<file path="config.mk">
export PLATFORM = sky130hd
export DESIGN_NAME = pc
export DESIGN_NICKNAME = d
export VERILOG_FILES = /design/src/rtl/pc_pkg.sv /design/src/rtl/pc.sv
export SDC_FILE = /design/constraint.sdc
export NUM_CORES = 1
export LEC_CHECK = 0
export CORE_AREA = 2 2 39 41
export CTS_CLUSTER_DIAMETER = 200
export CTS_CLUSTER_SIZE = 10
export DETAILED_ROUTE_END_ITERATION = 6
export DIE_AREA = 0 0 41 43
export SYNTH_ARGS = -nofsm -noshare
export SYNTH_HDL_FRONTEND = slang
export SYNTH_SLANG_ARGS = --single-unit
</file>
<file path="constraint.sdc">
create_clock -name clk_i -period 2.5 [get_ports clk_i]
set_input_delay 0.75 -clock clk_i [delete_from_list [all_inputs] [get_ports clk_i]]
set_output_delay 0.75 -clock clk_i [all_outputs]
set_load 0.01 [all_outputs]
</file>
<file path="src/rtl/pc_pkg.sv">
// Shared CPU constants for the accumulator CPU: address width and reset vector.
package pc_pkg;

    localparam int unsigned CPU_ADDR_W     = 5;
    localparam int unsigned CPU_RESET_ADDR = 0;

    typedef logic [CPU_ADDR_W-1:0] cpu_addr_t;

endpackage : pc_pkg

</file>
<file path="src/rtl/pc.sv">
// Program counter: increments every cycle or loads a jump target; async active-high reset.
module pc
    import pc_pkg::*;
#(
    parameter int unsigned       ADDR_W     = CPU_ADDR_W,
    parameter logic [ADDR_W-1:0] RESET_ADDR = ADDR_W'(CPU_RESET_ADDR)
) (
    input  logic              clk_i,
    input  logic              rst_i,
    input  logic              jmp_en_i,
    input  logic [ADDR_W-1:0] jmp_addr_i,
    output logic [ADDR_W-1:0] addr_o
);

    logic [ADDR_W-1:0] pc_q;
    logic [ADDR_W-1:0] pc_d;

    // Jump beats increment; the increment wraps modulo 2^ADDR_W.
    always_comb begin
        pc_d = pc_q + ADDR_W'(1);
        if (jmp_en_i) begin
            pc_d = jmp_addr_i;
        end
    end

    always_ff @(posedge clk_i or posedge rst_i) begin
        if (rst_i) begin
            pc_q <= RESET_ADDR;
        end else begin
            pc_q <= pc_d;
        end
    end

    assign addr_o = pc_q;

endmodule : pc

</file>
# --- Word-level counts from Yosys, hierarchy flattened ---
# Cells that the tools add are included.
word_totals:
  regBits: 5
  latch_bits: 0
  mem_bits_rw: 0
  rom_bits: 0
  out_inout_bits: 5
  n_memories: 0
op_classes:
  n_addsub: 1
  mul: 0
  div_mod_pow: 0
  n_lt_le_gt_ge: 0
  n_eq_ne: 0
  n_shift: 0
  n_mux: 1
  n_bitwise: 0
  n_reduce_logical: 0
op_table:
  columns: ["op", "count"]
  rows:
  - ["adder 5 x 1 -> 5 bit (second input constant)", 1]
  - ["two-way mux 5 bit", 1]

# --- Longest topological paths before layout ---
depth:
  depth_word: 2
  ltp_mapped: 4
  ltp_nobuf: 4

# --- Worst setup path before layout ---
# No wires, ideal clock.
synth_path:
  path_kind: "input to register"
  from: "input port jmp_en_i"
  to: "register pc_q[1], in the netlist addr_o[1]"
  arrival_ps: 1139
  setup_slack_ps: 1235
  stages: 2
  path_cell_list: "buf_6 -> mux2_4"
synth_via:
  elab_chain_cells: 1
synth_lines:
  columns: ["element", "line", "rtl"]
  rows:
  - ["start, declared", "pc.sv:10", "input logic jmp_en_i,"]
  - ["two-way mux 5 bit", "pc.sv:21", "if (jmp_en_i) begin"]
  - ["via pc_d[1]", "pc.sv:16", "logic [ADDR_W-1:0] pc_d;"]
  - ["end signal, assigned", "pc.sv:30", "pc_q <= pc_d;"]
  - ["end, declared", "pc.sv:15", "logic [ADDR_W-1:0] pc_q;"]
# The timed path passes the listed nets, and every way through them passes these cells.

# --- Final worst setup path ---
layout_path:
  from: "register pc_q[2], in the netlist addr_o[2]"
  to: "output port addr_o[2]"
layout_rtl:
  columns: ["element", "line", "rtl"]
  rows:
  - ["end, declared", "pc.sv:12", "output logic [ADDR_W-1:0] addr_o"]
# No word-level cell between the ends.

==> qor.csv <==
stage;metric;value;unit
global_routing;vias in the first global route;211;
global_routing;M1 GR Usage;8.20;%
setup_path;CP Launch Type;register;
power;total power;0.000268;W
clock_network;post-CTS setup buffers;0;
global_routing;largest net degree at the start of global routing;10;
clock_network;clock sinks;5;
final_layout;final net count;47;
synth;sequential share of the synthesized area;52.4;%
setup_path;CP arrival;1.19;ns
synth;Synth Flop Type;dfrtp_1;
power;Peak supply drop;0.000278;V
final_layout;area delta synth->final;64.9;%
synth;Mapped Nets;31;
global_routing;total track usage;8.08;%
setup_path;Crit Path Category;register to primary output;
place;Port Buf Inserts;12;
synth;fraction of registers with async set or reset after synthesis;100;%
clock_network;clk_lat worst skew;0.25;ns
synth;top post-synthesis cells by count;dfrtp_1, nand2_1;
route;Post-Route WL;514;um
synth;Post-synth EDFFs;0;
clock_network;CTS tree;done;
floorplanning;total I/O pin count;13;
route;initial drt markers;2;
timing;setup_tns;0;ns
place;detailed placement HPWL;379;um
timing;f_max;516;MHz
clock_network;Resized cells post-CTS;0;
timing;crit path time final;1.94;ns
timing;RSZ-0062 raised after global routing;false;
route;# DRC;0;
synth;Synth cell types;11;
floorplanning;CORE AREA;1380;um2
synth;count leader, synth;dfrtp_1;
setup_path;Crit Path Max Fanout;4;
hold_path;Worst Hold Class;register to register;
setup_path;r2r setup slk;1.42;ns
route;WL/cell;9.70;um
timing;Final WS setup;0.563;ns
synth;area leader, netlist;dfrtp_1;
final_layout;register area;125;um2
setup_path;WP data required;1.75;ns
place;Place WS;0.646;ns
power;PD cells;681;nW/um2
clock_network;Bufs on Longest Clock Path;2;
setup_path;crit-path max cell delay;0.56;ns
clock_network;hold_buf cts;0;
timing;Slew Limit Fails;0;
setup_path;critical path capture point type;primary output;
synth;dominant cells by area after synthesis;dfrtp_1, xor2_1, mux2_4;
synth;Cell Area, Synth;239;um2
floorplanning;initial core utilization;17.3;%
setup_path;CP max-delay cell;clkdlybuf4s50_1;
clock_network;cts bufs inserted;3;
setup_path;cell chain of the critical path;clkdlybuf4s50_1;
route;vias;198;
clock_network;# H-tree levels;1;
place;GPL Wtd Cong;0.740;
power;Leak Pwr;0.167;nW
timing;Final Hold Fails;0;
run;max-cap viol count;0;
floorplanning;row count;14;
route;drt first pass iters;2;
setup_path;delay-heaviest family, CP;buffers and inverters;
global_routing;first-pass GRT wire length;841;um
clock_network;Root Buffer Master;clkbuf_4;
route;post-route ant nets;0;
final_layout;area of the multi-input gates;98.8;um2
clock_network;Clock Pin Slew Worst Setup and Hold Paths;0.04;ns
timing;Final period util;77.5;%
route;routed vias/inst;3.74;
final_layout;fraction of layout instances using a drive strength above 1;10.8;%
synth;top cell type's share of synthesized area;52.4;%
final_layout;# fillers;149;
floorplanning;Die H;43;um
global_routing;total gr overflow;0;
synth;register bit count reported by yosys;5;
global_routing;initial antenna violation count;0;
setup_path;Worst Path Buf+Inv;1;
global_routing;GRT Max-Usage Layer;met2;
synth;Yosys warnings;0;
run_status;status;completed;
synth;mean post-synth cell area;10.9;um2
synth;Post-Syn Instances;22;
floorplanning;die width;41;um
floorplanning;Die ar.;1760;um2
timing;actual slew at the worst max-slew pin;0.303;ns
global_routing;M3 GR Usage;9.42;%
final_layout;Largest register FFs;5;
timing;final setup violation count;0;
timing;Slew headroom;79.8;%
timing;Layout Skew;0.00545;ns
final_layout;antenna cell count;0;
global_routing;met2 GRT Util;9.69;%
kinds of logic after synthesis:
group | synth area share [%]
buffers and inverters | 6.28
flip-flops | 52.4
XOR/XNOR | 11.0
AND/OR/NAND/NOR | 10.5
AO/OA/AOI/OAI | 8.38
multiplexers | 6.28
adder cells (fa/ha/maj) | 5.23
cells in the final DEF (no fill, tap or decap):
cell and instances:
mux2_4 1, xor2_1 2, o21ai_1 2, clkbuf_1 1
clkbuf_4 3, nand3_1 2, clkdlybuf4s50_1 12, o21ai_0 2
inv_1 1, ha_1 1, xnor2_1 1, nand2_1 4
dfrtp_1 5
metal layers:
metal / up-vias / part of all wire [%]
met3: 0 / 17
met4: 0 / 0
met1: 82 / 39
met5: - / 0
met2: 14 / 45
li1: 102 / -
worst register-to-register path, cell delays in order (launching register included):
cell     delay (ns)
dfrtp_1        0.40
ha_1           0.30
mux2_4         0.26
worst paths after layout:
check                           startpoint        end  cells after the start
worst max-delay path             addr_o[2]  addr_o[2]                      1
worst min-delay path             addr_o[0]  addr_o[0]                      1
worst max register to register   addr_o[0]  addr_o[1]                      2
worst min register to register   addr_o[0]  addr_o[0]                      1
max in group asynchronous            rst_i  addr_o[2]                      2
min in group asynchronous            rst_i  addr_o[3]                      2
per-stage QoR:
step,util (%),hold slack (ns),instances,instance area [um2]
6_report,28.5,0.515,53,394
5_1_grt,28.5,0.536,53,394
4_1_cts,28.5,0.518,53,394
3_5_place_dp,26.6,0.513,49,368
3_3_place_gp,26.6,0.520,49,368
2_1_floorplan,-,0.529,22,239
power breakdown:
group	internal [W]	total, W	switching, W
sequential	0.0000930	0.000104	0.0000111
combinational	0.0000444	0.0000689	0.0000246
clock	0.0000605	0.0000955	0.0000350
layout make-up:
| type | instances | share of cell area (%) |
|---|---|---|
| multi-input combinational | 15 | 25.1 |
| sequential | 5 | 31.7 |
| inverter | 1 | 0.952 |
| timing repair buffer | 12 | 30.5 |
| tap | 16 | 5.08 |
| clock buffer | 4 | 6.67 |
No activity file was read; power rests on OpenSTA's default activity.
